--- src/rtl/duty_ramp.sv ---
// rtl/duty_ramp.sv - slew-rate limiter stepping live PWM duty toward a signed 14-bit target once per tick.
// Optional DUTY_ZERO_CROSS_EN: stop at zero and dwell DWELL_TICKS ticks before reversing direction.
module duty_ramp #(
    parameter int STEP        = 64,
    parameter int TICK_DIV    = 1024,
    parameter int DWELL_TICKS = 4
) (
    input  logic        clk,
    input  logic        rst_n,
    input  logic        tgt_vld,
    input  logic [13:0] tgt_duty,
    input  logic        estop,
    output logic [13:0] duty,
    output logic        wrt_duty,
    output logic        busy
);

    typedef enum logic [1:0] {IDLE, RAMP, DWELL} state_t;

    localparam int CW = $clog2(TICK_DIV);
    localparam logic [CW-1:0]        TICK_LAST = CW'(TICK_DIV - 1);
    localparam logic signed [14:0]   STEP_S    = 15'(STEP);
    localparam logic [13:0]          STEP_U    = 14'(STEP);

    state_t             state_q, state_d;
    logic [13:0]        cur_q, cur_d;
    logic [13:0]        tgt_q, tgt_d;
    logic [CW-1:0]      cnt_q, cnt_d;
    logic               wrt_q, wrt_d;

    logic               tick;
    logic signed [14:0] diff;
    logic signed [14:0] mag;
    logic [13:0]        stp;
    logic [13:0]        nxt;
    logic [13:0]        cap;

`ifdef DUTY_ZERO_CROSS_EN
    localparam int DCW = $clog2(DWELL_TICKS + 1);
    localparam logic [DCW-1:0] DWELL_LAST = DCW'(DWELL_TICKS - 1);

    logic [DCW-1:0]     dwl_q, dwl_d;
    logic [13:0]        cmag;
    logic               cross;
`endif

    // Widened to 15 bits so a full-scale reversal (+8191 to -8191) cannot wrap.
    assign tick = (cnt_q == TICK_LAST);
    assign diff = {tgt_q[13], tgt_q} - {cur_q[13], cur_q};
    assign mag  = diff[14] ? -diff : diff;
    assign stp  = (mag > STEP_S) ? STEP_U : mag[13:0];
    assign nxt  = diff[14] ? (cur_q - stp) : (cur_q + stp);
    assign cap  = (tgt_duty == 14'h2000) ? 14'h2001 : tgt_duty;

`ifdef DUTY_ZERO_CROSS_EN
    assign cmag  = cur_q[13] ? -cur_q : cur_q;
    assign cross = (cur_q != '0) && (tgt_q != '0) && (cur_q[13] != tgt_q[13]) && (stp >= cmag);
`endif

    always_comb begin
        state_d = state_q;
        cur_d   = cur_q;
        tgt_d   = tgt_q;
        cnt_d   = tick ? '0 : cnt_q + 1'b1;
        wrt_d   = 1'b0;
`ifdef DUTY_ZERO_CROSS_EN
        dwl_d   = dwl_q;
`endif
        if (estop) begin
            cur_d   = '0;
            tgt_d   = '0;
            cnt_d   = '0;
            state_d = IDLE;
            wrt_d   = |cur_q;
`ifdef DUTY_ZERO_CROSS_EN
            dwl_d   = '0;
`endif
        end else begin
            if (tgt_vld) begin
                tgt_d = cap;
            end
`ifdef DUTY_ZERO_CROSS_EN
            // The dwell length is fixed once entered; only the exit direction follows the latest target.
            if (state_q == DWELL) begin
                if (tick) begin
                    if (dwl_q == DWELL_LAST) begin
                        dwl_d   = '0;
                        state_d = (tgt_d != cur_q) ? RAMP : IDLE;
                    end else begin
                        dwl_d = dwl_q + 1'b1;
                    end
                end
            end else
`endif
            begin
                if (tick && (diff != '0)) begin
                    wrt_d = 1'b1;
                    cur_d = nxt;
                end
                state_d = (cur_d != tgt_d) ? RAMP : IDLE;
`ifdef DUTY_ZERO_CROSS_EN
                if (tick && cross) begin
                    cur_d   = '0;
                    dwl_d   = '0;
                    state_d = DWELL;
                end
`endif
            end
        end
    end

    always_ff @(posedge clk or negedge rst_n) begin
        if (!rst_n) begin
            state_q <= IDLE;
            cur_q   <= '0;
            tgt_q   <= '0;
            cnt_q   <= '0;
            wrt_q   <= 1'b0;
`ifdef DUTY_ZERO_CROSS_EN
            dwl_q   <= '0;
`endif
        end else begin
            state_q <= state_d;
            cur_q   <= cur_d;
            tgt_q   <= tgt_d;
            cnt_q   <= cnt_d;
            wrt_q   <= wrt_d;
`ifdef DUTY_ZERO_CROSS_EN
            dwl_q   <= dwl_d;
`endif
        end
    end

    assign duty     = cur_q;
    assign wrt_duty = wrt_q;
    assign busy     = (cur_q != tgt_q) || (state_q == DWELL);

endmodule

--- config.mk ---
export PLATFORM = sky130hd
export DESIGN_NAME = duty_ramp
export DESIGN_NICKNAME = d
export VERILOG_FILES = /design/src/rtl/duty_ramp.sv
export SDC_FILE = /design/constraint.sdc
export NUM_CORES = 1
export LEC_CHECK = 0
export CORE_UTILIZATION = 52
export CTS_BUF_LIST = sky130_fd_sc_hd__clkbuf_4
export CTS_CLUSTER_SIZE = 25
export DETAILED_ROUTE_END_ITERATION = 7
export GPL_TIMING_DRIVEN = 0
export HOLD_SLACK_MARGIN = 0.12
export PLACE_DENSITY_LB_ADDON = 0.1
export SYNTH_ARGS = -nofsm -noshare
export SYNTH_HDL_FRONTEND = slang
export SYNTH_SLANG_ARGS = --single-unit
--- constraint.sdc ---
create_clock -name clk -period 12.6 [get_ports clk]
set_input_delay 3.15 -clock clk [delete_from_list [all_inputs] [get_ports clk]]
set_output_delay 3.15 -clock clk [all_outputs]
set_load 0.01 [all_outputs]
# Yosys cells after proc, flatten, opt, wreduce, memory -nomap -nowiden
# Cells that the tools add are included.
[op_classes]
addsub = 5
n_lt_le_gt_ge = 1
eq_ne = 5
mux = 16
reduce_logical = 4
[ops]
columns = ["op", "count"]
rows = [
  ["$mux 14", 9],
  ["$ne 14x14->1", 2],
  ["$mux 10", 2],
  ["$gt 15x8->1 const B", 1],
  ["$mux 15", 1],
  ["$neg 15->15", 1],
  ["$reduce_bool 15->1", 1],
  ["$sub 14x14->15", 1],
  ["$add 14x14->14", 1],
  ["$eq 14x14->1 const B", 1],
  ["$reduce_or 14->1", 1],
  ["$sub 14x14->14", 1],
  ["$add 10x1->10 const B", 1],
  ["$eq 10x10->1 const B", 1],
  ["$mux 1", 4],
  ["$eq 2x2->1 const B", 1],
  ["$logic_and 1x1->1", 1],
  ["$logic_or 1x1->1", 1],
]
[word_totals]
regBits = 41
output_inout_bits = 16
elab_cells = 36

# Logic depth before layout (Yosys ltp)
# Gate-level depths: netlist of run 1.
[depth]
word_depth = 12
ltp_mapped = 34
mapped_depth_nobuf = 32

# Worst setup path after synthesis of run 1
# OpenSTA, ideal clock, no wires.
[synth_timing]
path_kind = "reg-to-reg"
startpoint = "register cur_q[0] (netlist: duty[0])"
endpoint = "register cur_q[12] (netlist: duty[12])"
setup_ps = 96
arrival_time_ps = 6398
t_required_ps = 12504
setup_slack_ps = 6107
stages_incl_launch_ff = 33
path_buffers = 1
synth_period_minus_slack_ps = 6493
path_cell_list = "dfrtp_1 -> ha_1 -> fa_1 -> nand2b_1 -> a21o_1 -> a211oi_2 -> o211ai_1 -> or4b_1 -> or4_1 -> a211o_1 -> nand2_2 -> and4_1 -> buf_4 -> nand2b_4 -> o211ai_1 -> ha_1 -> inv_1 -> and3_1 -> nor3_1 -> a31oi_1 -> ha_1 -> nor2b_1 -> o21ai_0 -> a21boi_0 -> o21ai_0 -> a21boi_0 -> o21ai_0 -> nand2b_1 -> a21o_1 -> a21oi_1 -> o21ai_0 -> xnor2_1 -> o31ai_1"
[synth_via]
elab_chain_cells = 10
elab_cells_between_ends = 13
[synth_lines]
columns = ["element", "line", "source"]
rows = [
  ["start, declared", "26", "logic [13:0] cur_q, cur_d;"],
  ["start signal, assigned", "124", "cur_q <= cur_d;"],
  ["$sub 14x14->15", "49", "assign diff = {tgt_q[13], tgt_q} - {cur_q[13], cur_q};"],
  ["$neg 15->15", "50", "assign mag = diff[14] ? -diff : diff;"],
  ["$mux 15", "50", ""],
  ["$gt 15x8->1", "51", "assign stp = (mag > STEP_S) ? STEP_U : mag[13:0];"],
  ["$mux 14", "51", ""],
  ["$add 14x14->14 or $sub 14x14->14 (tied branches)", "52", "assign nxt = diff[14] ? (cur_q - stp) : (cur_q + stp);"],
  ["$mux 14", "52", ""],
  ["$mux 14 (*)", "96", "if (tick && (diff != '0)) begin"],
  ["$mux 14 (*) (2 in a row)", "69", "if (estop) begin"],
]
# Mark *: on every way between the ends. The rest lies on a longest branch, timed or not. The select of a mux whose other input is x is not followed.

# Worst setup path after layout of run 1
# Same ends and word-level chain as after synthesis.

==> results of run 1 <==
[cells in the final DEF, fill, tap and decap left out, drive strengths merged, types with 5 or more instances in the layout]
| cell type | count |
|---|---|
| nand2b | 8 |
| inv | 32 |
| o31ai | 11 |
| nor2b | 11 |
| o41ai | 8 |
| nor3b | 5 |
| a21oi | 25 |
| and3 | 9 |
| ha | 30 |
| buf | 8 |
| xor2 | 12 |
| nor4 | 5 |
| a21o | 7 |
| dfrtp | 39 |
| nor2 | 62 |
| nand2 | 33 |
| nor3 | 11 |
| nand3 | 15 |
| mux2i | 18 |
| clkbuf | 18 |
| a211oi | 7 |
| xnor2 | 15 |
| clkdlybuf4s50 | 31 |
| o21ai | 22 |
[power breakdown]
part / total (uW) / internal [uW] / switching [uW]
registers: 170 / 144 / 26.8
clock network: 106 / 61.7 / 43.9
logic: 717 / 295 / 421
[metrics by stage]
stage,area (um^2),setup slack [ps]
floorplan,3880,6110
global placement,4330,5220
finish,4430,4900
detailed placement,4320,5100
global route,4430,4400
CTS,4430,5040
[layout make-up]
type                            instances  area share
Inverter                               32      0.0271
Sequential cell                        39       0.220
Clock buffer                            5     0.00847
Buffer                                 20      0.0198
Multi-Input combinational cell        390       0.610
Tap cell                               99      0.0280
Timing Repair Buffer                   32      0.0712
Clock inverter                          3      0.0153
[path summary, 6_finish.rpt]
| path | startpoint | to | slack [ps] | cells after the start |
|---|---|---|---|---|
| min in group asynchronous | rst_n | cnt_q[0] | 2890 | 1 |
| worst min register to register | cnt_q[0] | cnt_q[0] | 500 | 1 |
| worst min-delay path | cnt_q[0] | cnt_q[0] | 500 | 1 |
| worst max-delay path | duty[0] | duty[12] | 4900 | 32 |
| worst max register to register | duty[0] | duty[12] | 4900 | 32 |
| max in group asynchronous | rst_n | duty[1] | 9150 | 1 |
[worst max-delay path, delay by kind of cell, from the launching register on]
kind | cells | cell delay, ps
adder cells (fa/ha/maj) | 4 | 1290
AND/OR/NAND/NOR | 10 | 2140
flip-flops | 1 | 490
buffers and inverters | 2 | 270
XOR/XNOR | 1 | 150
AO/OA/AOI/OAI | 15 | 3270
[registers in the layout (all words and copies together) (netlist names)]
register  count
duty         14
wrt_duty      1
cnt_q        10
tgt_q        14
[kinds of logic after synthesis]
kind of cell,after synthesis,synth area share
xor gates and xnor gates,27,0.0609
DFF,39,0.251
and+or+nand+nor,186,0.245
buffers and inverters,52,0.0535
adders and majority gates,32,0.107
muxes,19,0.0493
AOI/OAI and AO/OA,126,0.233
[layer usage]
layer,vias to the layer above,part of all wire,wire (um),GRT usage
li1,1836,-,-,-
met4,0,0.018,191,0.0924
met5,-,0,0,0
met2,101,0.48,4940,0.478
met3,18,0.040,411,0.0243
met1,1835,0.46,4800,0.381
[cells in the mapped netlist (4+ instances only)]
| cell type | n | area [um^2] |
|---|---|---|
| clkbuf_1 | 13 | 48.8 |
| and3_1 | 9 | 56.3 |
| inv_1 | 31 | 116 |
| a211oi_1 | 4 | 30.0 |
| nand2b_1 | 7 | 43.8 |
| a21oi_1 | 24 | 120 |
| nand2_1 | 31 | 116 |
| nor2_1 | 61 | 229 |
| nor4_1 | 5 | 31.3 |
| dfrtp_1 | 39 | 976 |
| mux2i_1 | 18 | 180 |
| xor2_1 | 12 | 105 |
| nor3_1 | 11 | 55.1 |
| a31oi_1 | 4 | 25.0 |
| o31ai_1 | 11 | 82.6 |
| o41ai_1 | 8 | 70.1 |
| a21o_1 | 7 | 52.6 |
| and2_1 | 4 | 25.0 |
| o21ai_0 | 19 | 95.1 |
| xnor2_1 | 15 | 131 |
| ha_1 | 30 | 375 |
| nand4_1 | 4 | 25.0 |
| nor3b_1 | 5 | 37.5 |
| nor2b_1 | 11 | 68.8 |
| buf_2 | 4 | 20.0 |
| nand3_1 | 15 | 75.1 |
==> flow_summary.yaml, run 1 <==
global_route:
  grt_max_degree: 40
  grt_usage: 0.282
  grt_pass1_wl_mm: 17.2
  grt_overflow: 0
  grt_pass1_vias: 3642
  antenna_found_initial: 0
synthesis:
  yosysWarnings: 0
  ys_ff_latch: 39
  synth_edf_count: 0
  synth_cell_type_count: 70
  syn_inst: 481
  syn-num-nets: 531
  avgSynthCellArea_um2: 8.08
  ys_seq_area_frac: 0.251
  async_flop_share: 1.00
  synthesis.area_um2: 3880
  synth_ff_type: "dfrtp_1"
place:
  portBuffers: 32
  place_congestion: 0.877
  place_inst: 612
  hpwlAfterDp_mm: 8.16
clocking:
  clockBufferDepth: 2
  holdBufCountCts: 0
  clk_latency_ps: 360
  cts_tree: "built"
  htreeDepth: 2
  cts-root-buf: "clkbuf_4"
  cts_inserted_buffers: 5
  cts_sinks: 39
  cts_resized: 0
  post_cts_buffers: 0
  clkTransAtPathRegs_ps: 130
timing:
  tns_ps: 0
  worstMarginPinSlew_ps: 878
  fmax_mhz: 130
  fin_skew_ps: 12.2
  hold_violations: 0
  min_period_ps: 7700
  setup-violations-final: 0
  fin_crit_sh: 0.611
  holdWs_ps: 500
  final_max_slew_viol_count: 0
  slew_headroom: 0.415
  rsz0062_at_grt: "no"
finish:
  fin_util: 0.611
  antenna_cells: 0
  instances_no_fill: 620
  final_net_count: 570
  area.sequential_um2: 976
  fill_cells: 693
  multi_input_area_um2: 2700
  post_route_cells_drive_above_1_share: 0.0614
  area_growth_pct: 14.0
setup_path:
  worst_ep_required_time_ps: 12870
  cp_slowest_cell: "or4b_1"
  worstPathArrival_ps: 7970
  cp-start-kind: "flip-flop"
  critPathMaxStageDelay_ps: 530
  path_class: "flip-flop to flip-flop"
  end_kind: "flip-flop"
  critPathMostFrequentCell: "o21ai_0"
  worstPathMaxFanout: 7
drt:
  vias: 3790
  antenna_left: 0
  drc_errors: 0
  firstDrtPassIters: 5
  avgViaCountPerCell: 6.11
  drt-initial-drc-count: 219
  wl_mm: 10.3
  wire_per_inst_um: 16.7
pwr:
  power.total_uw: 993
  leakagePower_uw: 0.00194
  p_per_area_nw_per_um2: 224
  vdd_ir_drop_max_v: 0.000145
die:
  die_y_um: 88.4
  rows: 31
  die_width_um: 88.4
  io_pins: 34
  start_util: 0.536
  core_um2: 7250
  dieArea_um2: 7820
job:
  maxCapViolCount: 0
min_path:
  holdCritPathClass: "flip-flop to flip-flop"
run_status:
  outcome: "finished, final reports clean"
No activity file was read; power rests on OpenSTA's default activity.
==> run 2, diff against run 1 <==
==> constraint.sdc (replaced) <==
create_clock -name clk -period 6.6 [get_ports clk]
set_input_delay 1.65 -clock clk [delete_from_list [all_inputs] [get_ports clk]]
set_output_delay 1.65 -clock clk [all_outputs]
set_load 0.01 [all_outputs]
==> flow_summary.yaml, run 2 (synthesis results as in run 1) <==
run_status:
  outcome: "finished, final reports clean"
setup_path:
  path_buf_inv: 3
  critPathMaxStageDelay_ps: 550
  worstPathArrival_ps: 6600
  startpoint: "duty[1]"
  cp_slowest_cell: "or4b_4"
  end_kind: "flip-flop"
  r2r-start: "duty[1]"
  r2r_slack_ps: 290
  path_class: "flip-flop to flip-flop"
  reg2regPathDepth: 31
  worstPathMaxFanout: 6
  cp_num_cells: 31
  critPathTopFamily: "compound AO/OA/AOI/OAI gates"
  r2r-end: "duty[13]"
  cp-start-kind: "flip-flop"
  critPathMostFrequentCell: "o21ai_2"
  worst_ep_required_time_ps: 6890
  cp-endpoint: "duty[13]"
pwr:
  p_per_area_nw_per_um2: 448
  power.total_uw: 2210
  leakagePower_uw: 0.00217
  vdd_ir_drop_max_v: 0.000313
finish:
  fin_util: 0.679
  layout_common_cells: "nor2_1, dfrtp_1, buf_4, nand2_1, clkdlybuf4s50_1"
  post_route_cells_drive_above_1_share: 0.209
  instances_no_fill: 648
  antenna_cells: 0
  fill_cells: 630
  final_net_count: 598
  final_common_cell: "nor2_1"
  area_growth_pct: 26.9
timing:
  rsz0062_at_grt: "yes"
  min_period_ps: 6310
  slew_headroom: 0.427
  hold_violations: 0
  holdWs_ps: 504
  fmax_mhz: 159
  setup-violations-final: 0
  final_max_slew_viol_count: 0
  fin_crit_sh: 0.956
  fin_skew_ps: 15.2
  worstMarginPinSlew_ps: 860
drt:
  vias: 3993
  wire_per_inst_um: 17.4
  wl_mm: 11.3
  drc_errors: 0
  avgViaCountPerCell: 6.16
  firstDrtPassIters: 7
  drt-initial-drc-count: 223
  antenna_left: 0
min_path:
  holdCritPathClass: "flip-flop to flip-flop"
global_route:
  grt_max_degree: 40
  antenna_found_initial: 0
  grt_overflow: 0
  grt_pass1_wl_mm: 17.4
  grt_pass1_vias: 3698
  grt_usage: 0.286
die:
  core_um2: 7250
  die_width_um: 88.4
  die_y_um: 88.4
  start_util: 0.536
  dieArea_um2: 7820
  io_pins: 34
  rows: 31
clocking:
  cts-root-buf: "clkbuf_4"
  clkTransAtPathRegs_ps: 130
  cts_tree: "built"
  htreeDepth: 2
  clockBufferDepth: 2
  cts_sinks: 39
  holdBufCountCts: 0
  clk_latency_ps: 350
  cts_inserted_buffers: 5
place:
  place_inst: 612
  portBuffers: 32
  hpwlAfterDp_mm: 8.16
  place_congestion: 0.877
job:
  maxCapViolCount: 0
run 2: cell types whose count changed in the layout (fill, tap and decap cells not counted), sizes merged:
cell  previous run  this run
buf              8        36
run 2: through the flow:
step           cell area (um^2)  setup WS (ps)  TNS, ps
6_report                   4930            293        0
5_1_grt                    4930          -50.9    -67.4
4_1_cts                    4590           5.35        0
3_5_place_dp               4320           -905    -3100
3_3_place_gp               4330           -777    -2580
2_1_floorplan              3880            107        0
run 2: worst min-delay path by stage:
stage                     startpoint        to  cells past startpoint
after floorplan             cnt_q[0]  cnt_q[0]                      1
after global placement      cnt_q[0]  cnt_q[0]                      1
after detailed placement    cnt_q[0]  cnt_q[0]                      1
after CTS                   cnt_q[0]  cnt_q[0]                      1
after global routing        cnt_q[0]  cnt_q[0]                      1
final                       cnt_q[0]  cnt_q[0]                      1
run 2: layout make-up:
class                   instances  area, um^2  area share
inverters                      32         120      0.0244
plain buffers                  19        98.8      0.0201
clock buffers                   5        37.5     0.00762
repair buffers                 61         533       0.108
multi-input cells             390        2960       0.601
clock inverters                 3        67.6      0.0137
well taps                      99         124      0.0251
flip-flops and latches         39         985       0.200
run 2: what timing repair did:
item,in CTS,in global routing
setup buffers,10,19
hold endpoints to repair,0,0
pin swaps,13,32
resized for setup,30,54
setup endpoints to repair,8,6
run 2: layer usage:
| metal | vias up | global-route usage | share of wire |
|---|---|---|---|
| met5 | - | 0 | 0 |
| met2 | 154 | 0.485 | 0.48 |
| met4 | 0 | 0.0909 | 0.024 |
| met1 | 1927 | 0.384 | 0.44 |
| li1 | 1884 | - | - |
| met3 | 28 | 0.0299 | 0.054 |
run 2: power breakdown:
part	leakage, uW	switching [uW]	total (uW)	internal, uW
Clock	0.0000514	83.5	201	118
Sequential	0.000510	42.9	319	276
Combinational	0.00161	945	1690	743
